## config.mk

```make
export PLATFORM = sky130hd
export DESIGN_NAME = multdiv_ctrl_flat
export DESIGN_NICKNAME = d
export VERILOG_FILES = /design/src/rtl/multdiv_ctrl_pkg.sv /design/src/rtl/multdiv_ctrl_if.sv /design/src/rtl/multdiv_watchdog.sv /design/src/rtl/multdiv_ctrl.sv /design/src/flat_wrapper.sv
export SDC_FILE = /design/constraint.sdc
export NUM_CORES = 1
export LEC_CHECK = 0
export CAP_MARGIN = 40
export CORE_ASPECT_RATIO = 0.7
export CORE_MARGIN = 4
export CORE_UTILIZATION = 44
export CTS_CLUSTER_DIAMETER = 120
export DETAILED_ROUTE_END_ITERATION = 8
export HOLD_SLACK_MARGIN = 0.12
export PLACE_DENSITY = 0.86
export SETUP_SLACK_MARGIN = 0.05
export SYNTH_ARGS = -nofsm -noshare
export SYNTH_HDL_FRONTEND = slang
export SYNTH_SLANG_ARGS = --single-unit
```

## constraint.sdc

```tcl
create_clock -name clock -period 10.9 [get_ports clock]
set_clock_uncertainty 0.1 [all_clocks]
set_input_delay 1.09 -clock clock [delete_from_list [all_inputs] [get_ports clock]]
set_output_delay 1.09 -clock clock [all_outputs]
set_load 0.1 [all_outputs]
```

## src/rtl/multdiv_ctrl_pkg.sv

```systemverilog
// rtl/multdiv_ctrl_pkg.sv - shared constants for the multdiv sequencer
package multdiv_ctrl_pkg;

  localparam logic [1:0] IDLE  = 2'd0;
  localparam logic [1:0] START = 2'd1;
  localparam logic [1:0] BUSY  = 2'd2;
  localparam logic [1:0] DONE  = 2'd3;

  localparam logic OP_MULT = 1'b0;
  localparam logic OP_DIV  = 1'b1;

  localparam int DEFAULT_TIMEOUT_CYCLES = 64;
  localparam int DEFAULT_RD_W           = 5;

  function automatic int cnt_width(input int n);
    return (n > 1) ? $clog2(n) : 1;
  endfunction

endpackage

```

## src/rtl/multdiv_ctrl_if.sv

```systemverilog
// rtl/multdiv_ctrl_if.sv - request, multdiv and writeback signals of the sequencer
interface multdiv_ctrl_if #(parameter int RD_W = 5);

  logic            req_mult;
  logic            req_div;
  logic [31:0]     req_operandA;
  logic [31:0]     req_operandB;
  logic [RD_W-1:0] req_rd;
  logic            flush;
  logic            stall;
  logic            busy;
  logic            ctrl_MULT;
  logic            ctrl_DIV;
  logic [31:0]     md_operandA;
  logic [31:0]     md_operandB;
  logic [31:0]     data_result;
  logic            data_exception;
  logic            data_resultRDY;
  logic            wb_valid;
  logic [31:0]     wb_data;
  logic [RD_W-1:0] wb_rd;
  logic            wb_exception;

  modport master (
    output req_mult, req_div, req_operandA, req_operandB, req_rd, flush,
    output data_result, data_exception, data_resultRDY,
    input  stall, busy, ctrl_MULT, ctrl_DIV, md_operandA, md_operandB,
    input  wb_valid, wb_data, wb_rd, wb_exception
  );

  modport slave (
    input  req_mult, req_div, req_operandA, req_operandB, req_rd, flush,
    input  data_result, data_exception, data_resultRDY,
    output stall, busy, ctrl_MULT, ctrl_DIV, md_operandA, md_operandB,
    output wb_valid, wb_data, wb_rd, wb_exception
  );

endinterface

```

## src/rtl/multdiv_watchdog.sv

```systemverilog
// rtl/multdiv_watchdog.sv - clear/enable counter flagging a hung multdiv
module multdiv_watchdog
  import multdiv_ctrl_pkg::*;
#(
  parameter int TIMEOUT_CYCLES = DEFAULT_TIMEOUT_CYCLES
) (
  input  logic clock,
  input  logic reset,
  input  logic clr,
  input  logic en,
  output logic tc
);

  localparam int            CW   = cnt_width(TIMEOUT_CYCLES);
  localparam logic [CW-1:0] TERM = CW'(TIMEOUT_CYCLES - 1);

  logic [CW-1:0] count_q, count_d;

  assign tc = (count_q == TERM);

  // Saturates at the terminal count so tc stays asserted until cleared.
  always_comb begin
    count_d = count_q;
    if (clr) begin
      count_d = '0;
    end else if (en && !tc) begin
      count_d = count_q + CW'(1);
    end
  end

  always_ff @(posedge clock or posedge reset) begin
    if (reset) begin
      count_q <= '0;
    end else begin
      count_q <= count_d;
    end
  end

endmodule

```

## src/rtl/multdiv_ctrl.sv

```systemverilog
// rtl/multdiv_ctrl.sv - sequences one mult/div op: start pulse, stall, writeback
module multdiv_ctrl
  import multdiv_ctrl_pkg::*;
#(
  parameter int TIMEOUT_CYCLES = DEFAULT_TIMEOUT_CYCLES,
  parameter int RD_W           = DEFAULT_RD_W
) (
  input  logic         clock,
  input  logic         reset,
  multdiv_ctrl_if.slave bus
);

  logic [1:0]      state_q, state_d;
  logic            op_q, op_d;
  logic [31:0]     opa_q, opa_d;
  logic [31:0]     opb_q, opb_d;
  logic [RD_W-1:0] rd_q, rd_d;
  logic [31:0]     wb_data_q, wb_data_d;
  logic [RD_W-1:0] wb_rd_q, wb_rd_d;
  logic            wb_exc_q, wb_exc_d;
  logic            accept;
  logic            wd_clr;
  logic            wd_en;
  logic            wd_tc;

  // Reset gating keeps stall low while reset is held, even with a request pending.
  assign accept = !reset && ((state_q == IDLE) || (state_q == DONE)) &&
                  (bus.req_mult || bus.req_div) && !bus.flush;

  assign wd_en  = (state_q == BUSY);
  assign wd_clr = (state_q != BUSY) || bus.flush;

  multdiv_watchdog #(
    .TIMEOUT_CYCLES(TIMEOUT_CYCLES)
  ) u_watchdog (
    .clock(clock),
    .reset(reset),
    .clr  (wd_clr),
    .en   (wd_en),
    .tc   (wd_tc)
  );

  always_comb begin
    state_d   = state_q;
    op_d      = op_q;
    opa_d     = opa_q;
    opb_d     = opb_q;
    rd_d      = rd_q;
    wb_data_d = wb_data_q;
    wb_rd_d   = wb_rd_q;
    wb_exc_d  = wb_exc_q;

    case (state_q)
      IDLE: begin
        if (accept) state_d = START;
      end
      START: begin
        state_d = bus.flush ? IDLE : BUSY;
      end
      BUSY: begin
        if (bus.flush) begin
          state_d = IDLE;
        end else if (bus.data_resultRDY) begin
          state_d   = DONE;
          wb_data_d = bus.data_result;
          wb_exc_d  = bus.data_exception;
          wb_rd_d   = rd_q;
        end else if (wd_tc) begin
          state_d   = DONE;
          wb_data_d = '0;
          wb_exc_d  = 1'b1;
          wb_rd_d   = rd_q;
        end
      end
      default: begin
        state_d = accept ? START : IDLE;
      end
    endcase

    if (accept) begin
      op_d  = bus.req_mult ? OP_MULT : OP_DIV;
      opa_d = bus.req_operandA;
      opb_d = bus.req_operandB;
      rd_d  = bus.req_rd;
    end
  end

  always_ff @(posedge clock or posedge reset) begin
    if (reset) begin
      state_q   <= IDLE;
      op_q      <= OP_MULT;
      opa_q     <= '0;
      opb_q     <= '0;
      rd_q      <= '0;
      wb_data_q <= '0;
      wb_rd_q   <= '0;
      wb_exc_q  <= 1'b0;
    end else begin
      state_q   <= state_d;
      op_q      <= op_d;
      opa_q     <= opa_d;
      opb_q     <= opb_d;
      rd_q      <= rd_d;
      wb_data_q <= wb_data_d;
      wb_rd_q   <= wb_rd_d;
      wb_exc_q  <= wb_exc_d;
    end
  end

  assign bus.stall        = accept || (state_q == START) || (state_q == BUSY);
  assign bus.busy         = (state_q == START) || (state_q == BUSY);
  assign bus.ctrl_MULT    = (state_q == START) && (op_q == OP_MULT);
  assign bus.ctrl_DIV     = (state_q == START) && (op_q == OP_DIV);
  assign bus.md_operandA  = opa_q;
  assign bus.md_operandB  = opb_q;
  assign bus.wb_valid     = (state_q == DONE) && !bus.flush;
  assign bus.wb_data      = wb_data_q;
  assign bus.wb_rd        = wb_rd_q;
  assign bus.wb_exception = wb_exc_q;

endmodule
```

## src/flat_wrapper.sv

```systemverilog
// flat-port wrapper written by rule: the top's interface ports become plain ports
module multdiv_ctrl_flat import multdiv_ctrl_pkg::*;
#(
  parameter int TIMEOUT_CYCLES = DEFAULT_TIMEOUT_CYCLES,
  parameter int RD_W           = DEFAULT_RD_W
)
  (clock, reset, bus_req_mult, bus_req_div, bus_req_operandA, bus_req_operandB, bus_req_rd, bus_flush, bus_data_result, bus_data_exception, bus_data_resultRDY, bus_stall, bus_busy, bus_ctrl_MULT, bus_ctrl_DIV, bus_md_operandA, bus_md_operandB, bus_wb_valid, bus_wb_data, bus_wb_rd, bus_wb_exception);
  multdiv_ctrl_if #(.RD_W(RD_W)) bus_i ();
  input  logic clock;
  input  logic reset;
  input wire logic [$bits(bus_i.req_mult)-1:0] bus_req_mult;
  input wire logic [$bits(bus_i.req_div)-1:0] bus_req_div;
  input wire logic [$bits(bus_i.req_operandA)-1:0] bus_req_operandA;
  input wire logic [$bits(bus_i.req_operandB)-1:0] bus_req_operandB;
  input wire logic [$bits(bus_i.req_rd)-1:0] bus_req_rd;
  input wire logic [$bits(bus_i.flush)-1:0] bus_flush;
  input wire logic [$bits(bus_i.data_result)-1:0] bus_data_result;
  input wire logic [$bits(bus_i.data_exception)-1:0] bus_data_exception;
  input wire logic [$bits(bus_i.data_resultRDY)-1:0] bus_data_resultRDY;
  output wire logic [$bits(bus_i.stall)-1:0] bus_stall;
  output wire logic [$bits(bus_i.busy)-1:0] bus_busy;
  output wire logic [$bits(bus_i.ctrl_MULT)-1:0] bus_ctrl_MULT;
  output wire logic [$bits(bus_i.ctrl_DIV)-1:0] bus_ctrl_DIV;
  output wire logic [$bits(bus_i.md_operandA)-1:0] bus_md_operandA;
  output wire logic [$bits(bus_i.md_operandB)-1:0] bus_md_operandB;
  output wire logic [$bits(bus_i.wb_valid)-1:0] bus_wb_valid;
  output wire logic [$bits(bus_i.wb_data)-1:0] bus_wb_data;
  output wire logic [$bits(bus_i.wb_rd)-1:0] bus_wb_rd;
  output wire logic [$bits(bus_i.wb_exception)-1:0] bus_wb_exception;
  assign bus_i.req_mult = bus_req_mult;
  assign bus_i.req_div = bus_req_div;
  assign bus_i.req_operandA = bus_req_operandA;
  assign bus_i.req_operandB = bus_req_operandB;
  assign bus_i.req_rd = bus_req_rd;
  assign bus_i.flush = bus_flush;
  assign bus_i.data_result = bus_data_result;
  assign bus_i.data_exception = bus_data_exception;
  assign bus_i.data_resultRDY = bus_data_resultRDY;
  assign bus_stall = bus_i.stall;
  assign bus_busy = bus_i.busy;
  assign bus_ctrl_MULT = bus_i.ctrl_MULT;
  assign bus_ctrl_DIV = bus_i.ctrl_DIV;
  assign bus_md_operandA = bus_i.md_operandA;
  assign bus_md_operandB = bus_i.md_operandB;
  assign bus_wb_valid = bus_i.wb_valid;
  assign bus_wb_data = bus_i.wb_data;
  assign bus_wb_rd = bus_i.wb_rd;
  assign bus_wb_exception = bus_i.wb_exception;
  multdiv_ctrl #(.TIMEOUT_CYCLES(TIMEOUT_CYCLES), .RD_W(RD_W)) u_core (.clock(clock), .reset(reset), .bus(bus_i));
endmodule
```

# Yosys cells after proc, flatten, opt, wreduce, memory -nomap -nowiden
# Cells that the tools add are included.
# classes
n_reduce_logical	21
n_eq_ne	7
mux	16
addsub	1
bitwise_logic	2
# op_table
op	count
$mux 32	2
$mux 6	2
$mux 2	5
$mux 5	2
$logic_and 1x1->1	7
$add 6x1->6 const B	1
$eq 6x6->1 const B	1
$logic_or 1x1->1	6
$pmux 2 s3	1
$eq 2x2->1 const B	2
$mux 1	4
$ne 4x3->1 const B	1
$reduce_bool 2->1	2
$logic_not 1->1	3
$reduce_and 3->1	1
$eq 2x1->1 const B	1
$logic_not 2->1	1
$ne 2x1->1 const B	1
$ne 2x2->1 const B	1
$not 1->1	2
$reduce_and 2->1	1
# totals
output_inout_bits	107
register_bits	116
in_bits	108
word_cells	56

# Longest topological paths before layout
# Gate-level depths: netlist (run 1).
# depth
depth_word	7
ltp_mapped	7
mapped_depth_nobuf	6

# By module
# Synthesis (run 1) repeated with hierarchy kept, for this count alone.
# hier_totals
cells_unflattened	300
area_unflattened_um2	4578.1
# by_module_without_submodules
module	area_each_um2	seq_area_each_um2	instances	cells_per_inst
multdiv_ctrl	4209.0	2752.6	1	263
multdiv_watchdog	369.1	150.1	1	37

# Worst setup path before layout (run 1)
# OpenSTA, ideal clock, no wires.
# synth_timing
kind	flip-flop to output port
from	register u_core.state_q[0]
to	output port bus_stall
n_path_buf	2
arrival_time_ps	2786
path_slack_ps	6924
required_ps	9710
path_stages_with_launch	7
path_cell_list	dfrtp_1 > inv_1 > ha_1 > or4_1 > buf_2 > clkbuf_1 > nand2_1
# synth_via
elab_chain_len	7
word_cells_on_any_way	10
cone_classes	3 x eq/ne; 7 x reduce/logical
# synth_rtl
element	line_no	rtl
from (decl)	multdiv_ctrl.sv:13	logic [1:0] state_q, state_d;
from (signal assigned)	multdiv_ctrl.sv:99	state_q <= state_d;
$eq 2x2->1 / $logic_not 2->1 (equally long branches)	multdiv_ctrl.sv:27	assign accept = !reset && ((state_q == IDLE) || (state_q == DONE)) &&
$logic_or 1x1->1	multdiv_ctrl.sv:27	
$logic_and 1x1->1 (2 in series)	multdiv_ctrl.sv:27	
$logic_and 1x1->1	multdiv_ctrl.sv:28	(bus.req_mult || bus.req_div) && !bus.flush;
$logic_or 1x1->1	multdiv_ctrl.sv:110	assign bus.stall = accept || (state_q == START) || (state_q == BUSY);
$logic_or 1x1->1 (*)	multdiv_ctrl.sv:110	
to (decl)	flat_wrapper.sv:20	output wire logic [$bits(bus_i.stall)-1:0] bus_stall;
# Every way passes the cells marked *; elsewhere a longest branch is shown, timed or not.

# Final worst setup path (run 1)
# layout_timing
from	input port bus_flush
to	output port bus_stall
# layout_via
elab_chain_len	4
# layout_rtl
element	line_no	rtl
from (decl)	flat_wrapper.sv:16	input wire logic [$bits(bus_i.flush)-1:0] bus_flush;
$logic_not 1->1	multdiv_ctrl.sv:28	
$logic_and 1x1->1	multdiv_ctrl.sv:28	
$logic_or 1x1->1 (2 in series)	multdiv_ctrl.sv:110	
# No other way between the ends.

==> results of run 1 <==
-- Yosys cell counts (all sizes together) --
library cell,count
nand2,210
dfrtp,116
a22o,32
clkbuf,19
a21oi,6
ha,6
mux2,6
nor2,5
buf,4
inv,4
o21ai,4
and2,3
nor2b,3
and2b,2
nor3,2
a22oi,1
a2bb2oi,1
a41oi,1
and4b,1
mux2i,1
nand2b,1
nand3,1
nand4,1
nor4,1
o311ai,1
o41ai,1
or2,1
or4,1
xor2,1
-- worst max-delay path, cell delays in order --
cell and delay [ns]:
clkdlybuf4s50_1 0.57, or4_2 0.75, nand2_1 0.09, clkdlybuf4s50_1 0.51, buf_8 0.20
-- sequential cells by signal (all words and copies together) (netlist names) --
name                       cells
u_core.bus.md_operandA        32
u_core.bus.md_operandB        32
u_core.bus.wb_data            32
u_core.bus.wb_exception        1
u_core.bus.wb_rd               5
u_core.op_q                    1
u_core.rd_q                    5
u_core.state_q                 2
u_core.u_watchdog.count_q      6
-- cells by family after synthesis --
group                    after synthesis  share of synthesized area
adder cells (fa/ha/maj)                6                     0.0168
flip-flops                           116                      0.649
multiplexers                           7                     0.0173
buffers and inverters                 27                     0.0238
AO/OA/AOI/OAI                         47                     0.0845
AND/OR/NAND/NOR                      232                      0.206
XOR/XNOR                               1                    0.00196
-- layout make-up --
class / count / area share
clock inverters: 6 / 0.00321
clock buffers: 23 / 0.0522
inverters: 4 / 0.00187
multi-input cells: 293 / 0.158
flip-flops and latches: 116 / 0.310
well taps: 128 / 0.0171
repair buffers: 327 / 0.457
diodes: 1 / 0.000268
-- metrics by stage --
stage	instance area (sq um)	util	hold WS, ns	cells
3_5_place_dp	8830	0.901	0.362	868
5_1_grt	9350	0.954	0.389	898
2_1_floorplan	4470	-	0.342	436
4_1_cts	9350	0.954	0.376	897
3_3_place_gp	6730	0.687	0.354	759
6_report	9350	0.954	0.373	898
-- worst paths after layout --
kind | start | endpoint | slack [ns] | depth (start not counted)
min reg2reg | u_core.bus.md_operandA[9] | u_core.bus.md_operandA[9] | 0.37 | 2
max reg2reg | u_core.state_q[0] | u_core.state_q[1] | 7.97 | 6
min | u_core.bus.md_operandA[9] | u_core.bus.md_operandA[9] | 0.37 | 2
max | bus_flush | bus_stall | 6.49 | 5
min in group asynchronous | reset | u_core.bus.md_operandA[15] | 1.06 | 2
max in group asynchronous | reset | u_core.bus.md_operandA[1] | 8.63 | 4
-- metal layers --
layer  routed length (um)  track usage
met1                 7080        0.391
met5                    0            0
met4                 1140        0.210
met3                 1700       0.0951
met2                11300        0.669
==> run metrics, run 1 <==
outcome finished, final reports clean; total wire length roughly 21 mm; vias in the first global route 5607; crit path max fanout 6; Synth top area share 0.649; Fill cells 229; largest net degree at the start of global routing 73; sequential fraction of the synthesis area 0.649; DR iter-0 viols 488; WL per Instance roughly 24 um; pre-CTS setup slack 6.54 ns; H-tree depth 4; most common cell after layout, fill and taps aside clkdlybuf4s50_1; Worst Path Arrival 3.22 ns; Startpoint Class input pin; setup ws final approximately 6.5 ns; first-pass GRT wire length roughly 33 mm; Final TNS setup 0 ns; total global-route track usage 0.371; die area 0.0119 sq mm; I/O pin total 215; Remaining DRCs 0; Mapped Cells 436; Netlist cell types 30; via count 4920; clk slew on worst S/H paths 0.05 ns; Placer Congestion 0.768; post-route antenna net violation count 0; Final #Nets 873; Post-Syn Area 0.00447 sq mm; Rows 30; initial antenna violation count 1; setup repair after global routing missed its margin false; GRT overflow 0; relative slew slack 0.376; net count after synthesis 550; CTS buffer count 17; number of max-cap violations 0; vias per cell roughly 5.5; Yosys top cell by area dfrtp_1; setup bufs post-CTS 0; Core Area 0.00980 sq mm; CTS Root Cell clkbuf_16; Final Hold Fails 0; P&R area growth vs syn 109%; Die Width 128 um; Clock Tree Buf Depth 2; hold_buf cts 0; multi-input gate area in the final layout 0.00148 sq mm; synth top area cells dfrtp_1 (65%), nand2_1 (18%), a22o_1 (6.3%); Max Fclk 0.227 GHz; Initial DRT Pass Iterations 5; clk sinks 116; Slew Limit Fails 0; share of cells above drive strength 1 0.196; final cycle utilization of the critical path 0.405; mean post-synth cell area a little over 10 sq um; worst-skew pair later-pin latency about 0.42 ns; min Tclk post-route 4.41 ns; CTS resizes 0; most frequent cells in the layout clkdlybuf4s50_1 (214), nand2_1 (210), dfrtp_1 (116); Hold Path Class flop to flop; worst slew pin tran 0.929 ns; Die Y between 90 and 100 um; Crit. End Element primary output; initial core utilization 0.456; register area 0.00290 sq mm; Seq cells post-synth 116; # setup viols final 0; port bufs 214; WP data required a little under 10 ns; CTS tree built; Setup CP Type input pin to primary output; synth warn 0; hpwl dp 12.8 mm
Power of run 1 is not shown: default switching activity piles up to over one toggle a cycle in this logic, so the estimate is an artifact.
==> run 2, diff against run 1 <==
CORE_UTILIZATION = 41   (was 44)
PLACE_DENSITY = 0.81   (was 0.86)
clock period = 4.2 ns   (was 10.9 ns; I/O delays follow)
==> run 2 against run 1 <==
Net effect:
- routed wire length decreased by 20%
- global-route usage decreased by 9.3 points
- via count decreased by 8.6%
- cell count increased by 2.3%
- setup slack got worse by 5.5 ns
- critical path type is now flop to primary output
- critical path depth unchanged
==> run metrics, run 2 (synthesized netlist as in run 1, its figures left out) <==
outcome finished, final reports clean; total global-route track usage 0.278 (-0.0929); P&R area growth vs syn 111%; Die Width 133 um (+3.4%); setup bufs post-CTS 0 (unchanged); largest net degree at the start of global routing 66 (-9.6%); clk slew on worst S/H paths 0.05 ns (about the same); vias in the first global route 5099 (-9.1%); crit path cell chain inv_1 > ha_1 > or4_2 > nand2_1 > buf_4; Final Hold Fails 0 (unchanged); Max Fclk 0.312 GHz; I/O pin total 215 (unchanged); min Tclk post-route approximately 3.2 ns; Crit-path slowest cell or4_2; hold_buf cts 0 (unchanged); Final #Nets 873 (unchanged); worst-skew pair later-pin latency 0.40 ns (-0.02 ns); GR met3 Demand/Resource 0.0749 (-0.0202); crit path max fanout 16 (+10); Placer Congestion 0.784 (+2.1%); vias per cell 4.89 (-11%); clk sinks 116 (unchanged); CTS resizes 0 (unchanged); post-route antenna net violation count 0 (unchanged); Setup CP Type flop to primary output; GRT overflow 0 (unchanged); antenna fix cells 0 (-1); grt met2 use 0.523 (-0.146); Rows 31 (+3.3%); Final TNS setup 0 ns (unchanged); final cycle utilization of the critical path 0.763; relative slew slack 0.561 (+0.185); Min Hold Slack 0.372 ns (-0.000794 ns); CTS Root Cell clkbuf_16; initial antenna violation count 0 (-1); busiest grt layer met2; initial core utilization 0.425 (-0.0310); Clock Tree Buf Depth 2 (unchanged); crit-path leading delay family simple AND/OR/NAND/NOR gates; Crit. End Element primary output; hpwl dp 12.4 mm (-3.0%); Buf/Inv on CP 2 (-1); first-pass GRT wire length 26.9 mm (-18%); Fill cells 392 (+71%); most common cell after layout, fill and taps aside clkdlybuf4s50_1; Hold Path Class flop to flop; Core Area 0.0105 sq mm (+7.3%); setup repair after global routing missed its margin false; share of cells above drive strength 1 0.201 (+0.00468); met1 usage 0.294 (-0.0973); Slew Limit Fails 0 (unchanged); H-tree depth 4 (unchanged); Initial DRT Pass Iterations 4 (-1); Die Y 95.4 um (+3.3%); WL per Instance 18.5 um (-21%); CTS buffer count 17 (unchanged); die area 0.0127 sq mm (+6.8%); Worst Path Arrival 2.68 ns (-0.54 ns); # setup viols final 0 (unchanged); most frequent cells in the layout clkdlybuf4s50_1 (213), nand2_1 (210), dfrtp_1 (116); WP data required 3.68 ns (-6.03 ns); total wire length 17.0 mm (-20%); Startpoint Class flop; worst slew pin tran 0.654 ns (-0.275 ns); DR iter-0 viols 230 (-53%); CTS tree built; Remaining DRCs 0 (unchanged); critical path's largest stage delay 0.89 ns (+0.14 ns); number of max-cap violations 0 (unchanged); via count 4496 (-8.6%); port bufs 214 (unchanged)
[run 2: layer usage]
metal | up-vias | routed length [um]
met1 | 2181 | 6060
met4 | 0 | 526
met5 | - | 0
met3 | 38 | 1170
met2 | 223 | 9290
li1 | 2054 | -
[run 2: per-stage QoR]
stage / setup WS [ns] / utilization / cells / cell area, sq um
after CTS: 1.01 / 0.898 / 919 / 9440
final: 0.997 / 0.898 / 919 / 9440
after detailed placement: 1.33 / 0.840 / 888 / 8830
after global placement: 1.40 / 0.643 / 780 / 6760
after floorplan: 0.608 / - / 436 / 4470
after global routing: 0.938 / 0.898 / 919 / 9440
[run 2: worst reg2reg max path, stage by stage (launching register included)]
cell and delay (ns):
dfrtp_1 0.42, inv_1 0.09, ha_1 0.37, or4_2 0.89
buf_4 0.42, nand2_1 0.22, nand2_1 0.08
[run 2: final timing paths]
path / end / slack, ns / cells after the start / from
worst max-delay path: bus_stall / 1.0 / 5 / u_core.state_q[0]
worst min-delay path: u_core.bus.md_operandA[26] / 0.37 / 2 / u_core.bus.md_operandA[26]
worst max register to register: u_core.bus.md_operandB[31] / 1.49 / 6 / u_core.state_q[0]
worst min register to register: u_core.bus.md_operandA[26] / 0.37 / 2 / u_core.bus.md_operandA[26]
max in group asynchronous: u_core.bus.wb_data[13] / 2.67 / 4 / reset
min in group asynchronous: u_core.bus.md_operandA[15] / 0.38 / 2 / reset
[run 2: final cells by class]
| type | count | area [sq um] | area share |
|---|---|---|---|
| inverter | 4 | 17.5 | 0.00186 |
| clock inverter | 9 | 126 | 0.0134 |
| clock buffer | 22 | 484 | 0.0513 |
| sequential | 116 | 2900 | 0.307 |
| multi-input combinational | 293 | 1480 | 0.156 |
| tap | 148 | 185 | 0.0196 |
| timing repair buffer | 327 | 4250 | 0.450 |
Power of run 2 is left out for the same reason.
==> run 3, diff against run 2 <==
CORE_UTILIZATION = 37   (was 41)
PLACE_DENSITY = 0.77   (was 0.81)
clock period = 2.7 ns   (was 4.2 ns; I/O delays follow)
==> run 3 against run 2 <==
Net effect:
- setup slack got worse by 0.75 ns
- highest routed layer unchanged
- clock-buffer cell count fell by 2
- first-iteration DRC count is 43% lower
- sequential cell count unchanged
- sequential share of layout area increased by 9.6 points
- final area fell by 24%
- via count fell by 14%
- register-to-register slack got worse by 1.1 ns
==> run metrics, run 3 (synthesized netlist as in run 1, its figures left out) <==
outcome finished, final reports clean; vias per cell 4.69 (-4.1%); WP data required 2.33 ns (-1.35 ns); register area 0.00290 sq mm (unchanged); min Tclk post-route 2.45 ns; r2r setup slk 0.37 ns (-1.12 ns); Setup CP Type flop to primary output; WL per Instance 15.0 um (-19%); number of max-cap violations 0 (unchanged); HP Start bus_req_operandA[28]; Clock Tree Buf Depth 2 (unchanged); Crit. End Element primary output; via count 3867 (-14%); most frequent cells in the layout nand2_1 (209), dfrtp_1 (116), buf_4 (113); most common cell after layout, fill and taps aside nand2_1; Core Area 0.0118 sq mm (+12%); initial antenna violation count 0 (unchanged); GRT overflow 0 (unchanged); vias in the first global route 3993 (-22%); setup bufs post-CTS 0 (unchanged); worst-skew pair later-pin latency 0.40 ns (about the same); multi-input gate area in the final layout 0.00148 sq mm (+0.51%); I/O pin total 215 (unchanged); Final #Nets 768 (-12%); grt met2 use 0.292 (-0.231); post-route antenna net violation count 0 (unchanged); clk sinks 116 (unchanged); worst slew pin tran 0.706 ns (+0.0519 ns); Max Fclk between 0.4 and 0.5 GHz; total wire length 12.3 mm (-28%); CTS buffer count 17 (unchanged); Fill cells 951 (+140%); placed cells 792 (-11%); CTS Root Cell clkbuf_16; initial core utilization 0.380 (-0.0454); largest net degree at the start of global routing 117 (+77%); crit path from u_core.state_q[0]; Cell Count, Final, Fillers Out 824 (-10%); Rows 33 (+6.5%); share of cells above drive strength 1 0.238 (+0.0373); met1 usage 0.219 (-0.0750); Worst Path Arrival 2.08 ns (-0.60 ns); CTS resizes 1 (+1); first-pass GRT wire length 19.9 mm (-26%); Remaining DRCs 0 (unchanged); die area 0.0139 sq mm (+10%); Initial DRT Pass Iterations 4 (unchanged); hpwl dp 8.86 mm (-29%); clk slew on worst S/H paths 0.06 ns (about the same); final cycle utilization of the critical path 0.907; GR met3 Demand/Resource 0.0657 (-0.00918); relative slew slack 0.530 (-0.0314); Die Width 139 um (+5.0%); setup repair after global routing missed its margin false; pre-CTS setup slack 0.309 ns (-1.02 ns); Die Y 100 um (+4.8%); FF-to-FF Start u_core.u_watchdog.count_q[0]; Hold Path Class input pin to flop; # setup viols final 0 (unchanged); P&R area growth vs syn 60.9%; Placer Congestion 0.819 (+4.5%); hold_buf cts 0 (unchanged); Slew Limit Fails 0 (unchanged); Final TNS setup 0 ns (unchanged); port bufs 214 (unchanged); Startpoint Class flop; crit path max fanout 5 (-11); Final Hold Fails 0 (unchanged); DR iter-0 viols 130 (-43%); total global-route track usage 0.177 (-0.101); H-tree depth 4 (unchanged); setup ws final 0.250 ns (-0.747 ns); antenna fix cells 0 (unchanged); busiest grt layer met2; CTS tree built
==> run 3: cell types whose count changed in the layout (fill, tap and decap cells not counted), sizes merged <==
cell           previous run  this run
clkdlybuf4s50           213       107
clkinvlp                  1         5
clkbuf                   22        20
clkinv                    5         3
buf                     114       115
bufinv                    3         4
==> run 3: cell type report <==
class	instances	share of cell area
Clock buffer	20	0.0635
Timing Repair Buffer	222	0.272
Sequential cell	116	0.403
Tap cell	157	0.0273
Multi-Input combinational cell	293	0.206
Inverter	4	0.00261
Clock inverter	12	0.0247
==> run 3: worst max-delay path, cell delays in order (launching register included) <==
cell and delay [ns]:
dfrtp_1 0.43, inv_1 0.11, ha_2 0.31, or4_4 0.56
nand2_2 0.10, buf_12 0.17
==> run 3: metal layers <==
layer,up-vias,share of wire
met5,-,0
met4,0,0.012
met3,16,0.071
met2,118,0.48
met1,1883,0.43
li1,1850,-
==> run 3: final timing paths <==
kind,endpoint,depth (start not counted)
max in group asynchronous,u_core.bus.wb_data[0],3
max reg2reg,u_core.bus.wb_data[28],6
min,u_core.bus.md_operandA[28],3
min reg2reg,u_core.bus.md_operandB[1],2
max,bus_stall,5
min in group asynchronous,u_core.u_watchdog.count_q[5],3
==> run 3: per-stage QoR <==
stage,instance area [sq um],util,hold WS (ns)
2_1_floorplan,4480,-,0.275
3_3_place_gp,6560,0.557,0.353
3_5_place_dp,6560,0.557,0.363
4_1_cts,7200,0.611,0.272
5_1_grt,7200,0.611,0.285
6_report,7200,0.611,0.291
Power of run 3 is left out for the same reason.
